<file path="src/rtl/vector_issue_controller.sv">
// In-order issue stage: per-register writeback scoreboard, RAW/WAW stall,
// one-cycle registered issue into the datapath, flush/drain and stall counter.
module vector_issue_controller #(
   parameter int WB_LATENCY = 3,
   parameter int STALL_W    = 16
) (
   input  logic               clock,
   input  logic               reset,
   input  logic               in_valid,
   output logic               in_ready,
   input  logic [4:0]         in_vs,
   input  logic [4:0]         in_vt,
   input  logic [4:0]         in_vd,
   input  logic [11:0]        in_shamt,
   input  logic [4:0]         in_op,
   input  logic [15:0]        in_imm16,
   input  logic [31:0]        in_mov_data,
   input  logic [31:0]        in_mem_dir,
   input  logic               flush,
   output logic [4:0]         ID_VS,
   output logic [4:0]         ID_VT,
   output logic [4:0]         ID_VD,
   output logic [11:0]        ID_SHAMT,
   output logic [4:0]         ID_OP,
   output logic [15:0]        ID_IMM16,
   output logic [31:0]        register_mov_data,
   output logic [31:0]        data_memory_direction,
   output logic               issue_valid,
   output logic               flush_done,
   output logic [STALL_W-1:0] stall_count
);

   localparam int CW = $clog2(WB_LATENCY + 1);
   localparam logic [4:0] OP_NOP = 5'b00000;
   localparam logic [4:0] OP_MOV = 5'b00100;

   typedef enum logic {ST_RUN, ST_DRAIN} state_t;

   state_t             state_q, state_d;
   logic               flush_done_q, flush_done_d;
   logic [STALL_W-1:0] stall_q, stall_d;
   logic               issue_valid_q, issue_valid_d;
   logic [4:0]         id_vs_q, id_vs_d, id_vt_q, id_vt_d, id_vd_q, id_vd_d;
   logic [4:0]         id_op_q, id_op_d;
   logic [11:0]        id_shamt_q, id_shamt_d;
   logic [15:0]        id_imm_q, id_imm_d;
   logic [31:0]        mov_q, mov_d, mem_q, mem_d;

   logic [31:0] busy;
   logic        hazard, accept, load_en, all_zero;

   // Scoreboard: one down-counter per register, a fresh load beats the decrement.
   for (genvar gi = 0; gi < 32; gi++) begin : g_sb
      logic [CW-1:0] cnt_q, cnt_d;

      always_comb begin
         cnt_d = '0;
         if (load_en && in_vd == 5'(gi)) begin
            cnt_d = CW'(WB_LATENCY);
         end else if (cnt_q != '0) begin
            cnt_d = cnt_q - CW'(1);
         end
      end

      always_ff @(posedge clock) begin
         if (reset) begin
            cnt_q <= '0;
         end else begin
            cnt_q <= cnt_d;
         end
      end

      assign busy[gi] = |cnt_q;
   end

   assign all_zero = ~|busy;

   // MOV only writes; NOP touches nothing; everything else reads VS/VT.
   always_comb begin
      hazard = 1'b0;
      if (in_op != OP_NOP) begin
         hazard = busy[in_vd];
         if (in_op != OP_MOV) begin
            hazard = hazard | busy[in_vs] | busy[in_vt];
         end
      end
   end

   assign in_ready = (state_q == ST_RUN) && !hazard;
   assign accept   = in_valid && in_ready;
   assign load_en  = accept && (in_op != OP_NOP);

   always_comb begin
      state_d       = state_q;
      flush_done_d  = 1'b0;
      stall_d       = stall_q;
      issue_valid_d = accept;
      id_op_d       = OP_NOP;
      id_vs_d       = id_vs_q;
      id_vt_d       = id_vt_q;
      id_vd_d       = id_vd_q;
      id_shamt_d    = id_shamt_q;
      id_imm_d      = id_imm_q;
      mov_d         = mov_q;
      mem_d         = mem_q;

      case (state_q)
         ST_RUN: begin
            if (flush) begin
               state_d = ST_DRAIN;
            end
         end
         ST_DRAIN: begin
            if (all_zero) begin
               flush_done_d = 1'b1;
               state_d      = ST_RUN;
            end
         end
         default: state_d = ST_RUN;
      endcase

      if (state_q == ST_RUN && in_valid && hazard && stall_q != '1) begin
         stall_d = stall_q + STALL_W'(1);
      end

      if (accept) begin
         id_op_d    = in_op;
         id_vs_d    = in_vs;
         id_vt_d    = in_vt;
         id_vd_d    = in_vd;
         id_shamt_d = in_shamt;
         id_imm_d   = in_imm16;
         mov_d      = in_mov_data;
         mem_d      = in_mem_dir;
      end
   end

   always_ff @(posedge clock) begin
      if (reset) begin
         state_q       <= ST_RUN;
         flush_done_q  <= 1'b0;
         stall_q       <= '0;
         issue_valid_q <= 1'b0;
         id_op_q       <= '0;
         id_vs_q       <= '0;
         id_vt_q       <= '0;
         id_vd_q       <= '0;
         id_shamt_q    <= '0;
         id_imm_q      <= '0;
         mov_q         <= '0;
         mem_q         <= '0;
      end else begin
         state_q       <= state_d;
         flush_done_q  <= flush_done_d;
         stall_q       <= stall_d;
         issue_valid_q <= issue_valid_d;
         id_op_q       <= id_op_d;
         id_vs_q       <= id_vs_d;
         id_vt_q       <= id_vt_d;
         id_vd_q       <= id_vd_d;
         id_shamt_q    <= id_shamt_d;
         id_imm_q      <= id_imm_d;
         mov_q         <= mov_d;
         mem_q         <= mem_d;
      end
   end

   assign ID_VS                 = id_vs_q;
   assign ID_VT                 = id_vt_q;
   assign ID_VD                 = id_vd_q;
   assign ID_SHAMT              = id_shamt_q;
   assign ID_OP                 = id_op_q;
   assign ID_IMM16              = id_imm_q;
   assign register_mov_data     = mov_q;
   assign data_memory_direction = mem_q;
   assign issue_valid           = issue_valid_q;
   assign flush_done            = flush_done_q;
   assign stall_count           = stall_q;

endmodule

</file>
<file path="config.mk">
export PLATFORM = sky130hd
export DESIGN_NAME = vector_issue_controller
export DESIGN_NICKNAME = d
export VERILOG_FILES = /design/src/rtl/vector_issue_controller.sv
export SDC_FILE = /design/constraint.sdc
export NUM_CORES = 1
export LEC_CHECK = 0
export ABC_AREA = 0
export BUFFER_PORTS_ARGS = -buffer_cell sky130_fd_sc_hd__buf_2
export CORE_UTILIZATION = 40
export CTS_CLUSTER_SIZE = 20
export DETAILED_ROUTE_END_ITERATION = 10
export PLACE_DENSITY_LB_ADDON = 0.12
export SKIP_LAST_GASP = 1
export SYNTH_ARGS = -nofsm -noshare
export SYNTH_HDL_FRONTEND = slang
export SYNTH_SLANG_ARGS = --single-unit
</file>
<file path="constraint.sdc">
create_clock -name clock -period 4 [get_ports clock]
set_input_delay 0.8 -clock clock [delete_from_list [all_inputs] [get_ports clock]]
set_output_delay 0.8 -clock clock [all_outputs]
set_load 0.005 [all_outputs]
</file>
# After elaboration in Yosys (flattened, before gate mapping)
# Index checks and enable logic that the tools add are counted.
# classes
bitwise	4
n_eq_ne	33
n_addsub	33
magnitude_cmp	3
muxes	76
n_reduce_logical	108
# op_table
operator	n
2-to-1 mux 2 bit	64
== test 5 bit (second input constant)	16
OR reduction 2 bit	34
nonzero test 2 bit	32
OR reduction 64 bit	1
subtractor 2 x 1 -> 2 bit (second input constant)	32
== test 5 x 4 -> 1 bit (second input constant)	8
logical AND 1 bit	38
== test 5 x 3 -> 1 bit (second input constant)	4
< comparator 5 x 6 -> 1 bit (second input constant)	3
adder 16 x 1 -> 16 bit (second input constant)	1
!= test 16 bit (second input constant)	1
binary-select mux 1 bit (select 5 bit)	3
== test 5 x 2 -> 1 bit (second input constant)	2
2-to-1 mux 1 bit	8
== test 5 x 1 -> 1 bit (second input constant)	1
zero test 5 bit	1
!= test 5 x 3 -> 1 bit (second input constant)	1
nonzero test 5 bit	1
inverter 1 bit	2
bitwise OR 1 bit	2
case mux 1 bit (2 select lines)	1
zero test 1 bit	1
# totals
in_bits	116
ff_bits	195

# Logic depth before layout (Yosys ltp)
# logic_depth
ltp_word	13
mapped_depth	13
ltp_nobuf	8

# Least setup slack after synthesis
# Ideal clock, no wire load.
# synth_timing
path_type	input -> output
startpoint	input port in_vt[0]
endpoint	output port in_ready
required_ns	3.200
cell_stages	9
setup_slack_ns	0.616
t_arrival_ns	2.584
path_cell_list	buf_6 -> buf_6 -> mux4_2 -> nor2_2 -> o2bb2ai_1 -> o32a_2 -> o21a_2 -> clkbuf_1 -> nor2b_1
# synth_via
elab_chain_cells	7
# synth_rtl
item	line	rtl
from (decl)	12	input logic [4:0] in_vt,
binary-select mux 1 bit (select 5 bit)	84	hazard = hazard | busy[in_vs] | busy[in_vt];
2-to-1 mux 1 bit (not written as such)	84	
bitwise OR 1 bit	84	
2-to-1 mux 1 bit	83	if (in_op != OP_MOV) begin
2-to-1 mux 1 bit	81	if (in_op != OP_NOP) begin
zero test 1 bit	89	assign in_ready = (state_q == ST_RUN) && !hazard;
logical AND 1 bit	89	
to (decl)	10	output logic in_ready,
# No other way between the ends. The select of a mux whose other input is x is not followed.

# Worst setup path in the final report
# Same ends and word-level chain as after synthesis.

==> out/results.tsv <==
stage	metric	value	unit
floorplanning	initial cell density of the core	40.8	%
detailed_routing	average detailed-routed wire length per instance	16.3	um
synth	Post-Syn Area per Cell	9.48	um^2
timing	Worst Max-Slew Pin Slew	0.832	ns
timing	final setup skew	0.0236	ns
detailed_routing	DRC Markers	0	
synth	flip-flop and latch count after synthesis	195	
finish	Final Cell Area	10200	um^2
finish	Layout Utilization	50.5	%
timing	final slew viol count	0	
finish	number of nets in the layout	1208	
placement	RD Place Congestion	0.856	
cts	clock latency at the later pin of the worst-skew pair	0.44	ns
detailed_routing	final WL	22400	um
cts	H-tree levels	4	
placement	worst-case setup slack after placement	0.237	ns
cts	count of hold-fix buffers inserted at cts	0	
setup_path	number of cells on the worst reg-to-reg path	9	
synth	biggest area contributors in the synthesized netlist	dfxtp_1 47%, mux2i_1 13%, nor2_1 7.1%, mux4_2 3.3%, o22ai_1 2.6%	
cts	Reg clk slew, reported paths	0.07	ns
global_route	number of global-route vias before repair	6510	
timing	max_slew headroom	44.5	%
cts	number of buffers on the longest clock path	2	
setup_path	data arrival time at the worst-slack endpoint	2.93	ns
setup_path	largest driver fanout on the critical path	17	
setup_path	Worst setup EP type	primary output	
pwr	power density of the placed cells	419	nW/um^2
floorplanning	Floorplan Core Area	20200	um^2
pwr	Lkg Pwr	4.87	nW
timing	fmax	0.268	GHz
synth	Synth Net Count	984	
pwr	Final Total Pwr	4.27	mW
timing	final worst slack	0.265	ns
detailed_routing	number of vias per cell after detailed routing	5.15	
job	number of violations of the max-capacitance limit	0	
cts	Num Clock Sinks	195	
pwr	Worst VDD drop	0.285	mV
cts	root buffer cell	clkbuf_16	
global_route	GRT Util Overall	21.2	%
worst_hold_path	hold path cells	1	
timing	Final Hold Vio Count	0	
synth	primary flip-flop cell chosen by synthesis mapping	dfxtp_1	
placement	number of cells after detailed placement	1342	
cts	CTS-repair resized insts	0	
status	status	completed	
floorplanning	die area	21100	um^2
timing	shortest clock period the worst path allows after layout	3.73	ns
timing	Final period util	93.4	%
setup_path	CP Data Required Time	3.20	ns
detailed_routing	first-iteration detailed-routing DRC count	411	
detailed_routing	DRT antenna net count	0	
placement	dpl hpwl	16500	um
floorplanning	vertical die dimension	145	um
synth	share of the yosys chip area belonging to registers	47.5	%
synth	number of enable-type register cells in the synthesized netlist	0	
synth	count of yosys warnings during synthesis	0	
floorplanning	number of standard-cell rows in the floorplan	52	
floorplanning	number of top-level pins	247	
synth	area of the mapped netlist	8220	um^2
global_route	aggregate global routing overflow	0	
placement	port bufs	246	
synth	Yosys cell types	49	
synth	share of flip-flops with an asynchronous set or reset after synthesis	0	%
cts	TritonCTS buffer count	17	
global_route	pin count of the biggest net entering global routing	81	
detailed_routing	detailed-route via count	7084	
finish	fraction of layout cells with a size suffix above 1	29.0	%
global_route	first-pass GRT wire length	35500	um
finish	filler-free cell count of the finished design	1375	
timing	final number of setup-violating endpoints	0	
placement	placed inst area	9610	um^2
global_route	antenna violations before repair	5	
finish	growth of design area from synthesis to finish	24.0	%
worst_hold_path	Hold Path Class	flop to flop	
detailed_routing	1st-pass router iterations	5	
setup_path	Worst setup SP type	primary input	
floorplanning	Die Span X	145	um
timing	unrepaired setup endpoints after global routing	false	
timing	final-layout setup total negative slack	0	ns
timing	worst hold slack across all endpoints	0.461	ns
synth	gate count after technology mapping	867	
synth	area leader, netlist	dfxtp_1	
setup_path	crit path kind	primary input to primary output	
cts	post-CTS repair timing setup buffer count	0	
synth	area fraction of the dominant cell type after synthesis	47.5	%
cts	clock tree from TritonCTS	built	
==> layout make-up <==
| cell class | instances | area, um^2 |
|---|---|---|
| clock inverter | 14 | 158 |
| clock buffer | 17 | 425 |
| sequential | 195 | 3900 |
| timing repair buffer | 259 | 1360 |
| antenna | 2 | 5.00 |
| fill | 1980 | 9970 |
| tap | 270 | 338 |
| inverter | 25 | 93.8 |
| multi-input combinational | 593 | 3920 |
==> registers in the layout, summed over array words and instances, names as in the netlist <==
register               flops
ID_VS                      5
ID_IMM16                  16
ID_SHAMT                  12
state_q                    1
ID_OP                      5
issue_valid                1
ID_VD                      5
flush_done                 1
stall_count               16
g_sb.cnt_q                64
register_mov_data         32
ID_VT                      5
data_memory_direction     32
==> cells in the final DEF (no fill, tap or decap), types with 17 or more instances in the layout <==
cell,Yosys,routed
a21oi_1,42,42
buf_2,8,245
clkbuf_16,0,17
dfxtp_1,195,195
inv_1,20,20
mux2i_1,108,108
nand2_1,53,53
nand2b_1,24,24
nor2_1,156,156
nor3_1,25,25
o22ai_1,34,34
or4_1,28,28
==> worst max-delay path: stages <==
cell	delay, ns
buf_2	0.30
mux4_2	0.54
nor3b_1	0.15
o2bb2ai_1	0.12
o32a_2	0.43
o21a_2	0.30
nor2b_1	0.16
buf_2	0.13
==> Yosys cell counts, types with 9 or more instances <==
master and n:
nor2_1 156, clkbuf_1 28, nor3_1 25, inv_1 20, nand2b_1 24, buf_4 10, a211oi_1 11, a21oi_1 42
dfxtp_1 195, nand2_1 53, and2_1 9, o22ai_1 34, or4_1 28, mux2i_1 108, nand4_1 12, mux4_2 12
nor2b_1 11
==> final timing paths <==
path	endpoint	slack, ns	from
worst min-delay path	g_sb[31].cnt_q[0]	0.46	g_sb[31].cnt_q[0]
worst max register to register	g_sb[23].cnt_q[0]	0.79	g_sb[6].cnt_q[1]
worst min register to register	g_sb[31].cnt_q[0]	0.46	g_sb[31].cnt_q[0]
worst max-delay path	in_ready	0.27	in_vt[0]
==> power by group <==
group / internal (mW) / total, mW / switching [mW]
Combinational: 0.242 / 0.521 / 0.280
Sequential: 2.02 / 2.06 / 0.0410
Clock: 0.839 / 1.69 / 0.848
Total: 3.10 / 4.27 / 1.17
==> per-layer routing <==
metal / vias to the layer above / global-route usage (%) / part of all wire, % / routed length [um]
li1: 3523 / - / - / -
met1: 3296 / 26.8 / 44 / 9740
met2: 235 / 33.6 / 46 / 10300
met3: 26 / 8.06 / 8.7 / 1960
met4: 4 / 6.16 / 1.4 / 312
met5: - / 0 / 0.089 / 20
==> kinds of logic (layout without fill, tap and decap cells) <==
| family | count (synthesis) | after routing | synth area share (%) |
|---|---|---|---|
| other cells | 0 | 2 | 0 |
| compound gates | 115 | 115 | 8.87 |
| buf+inv | 79 | 315 | 4.91 |
| simple gates | 347 | 347 | 20.2 |
| flops | 195 | 195 | 47.5 |
| mux | 130 | 130 | 18.4 |
| fa+ha+maj | 1 | 1 | 0.152 |
(Power assumes the default switching activity.)
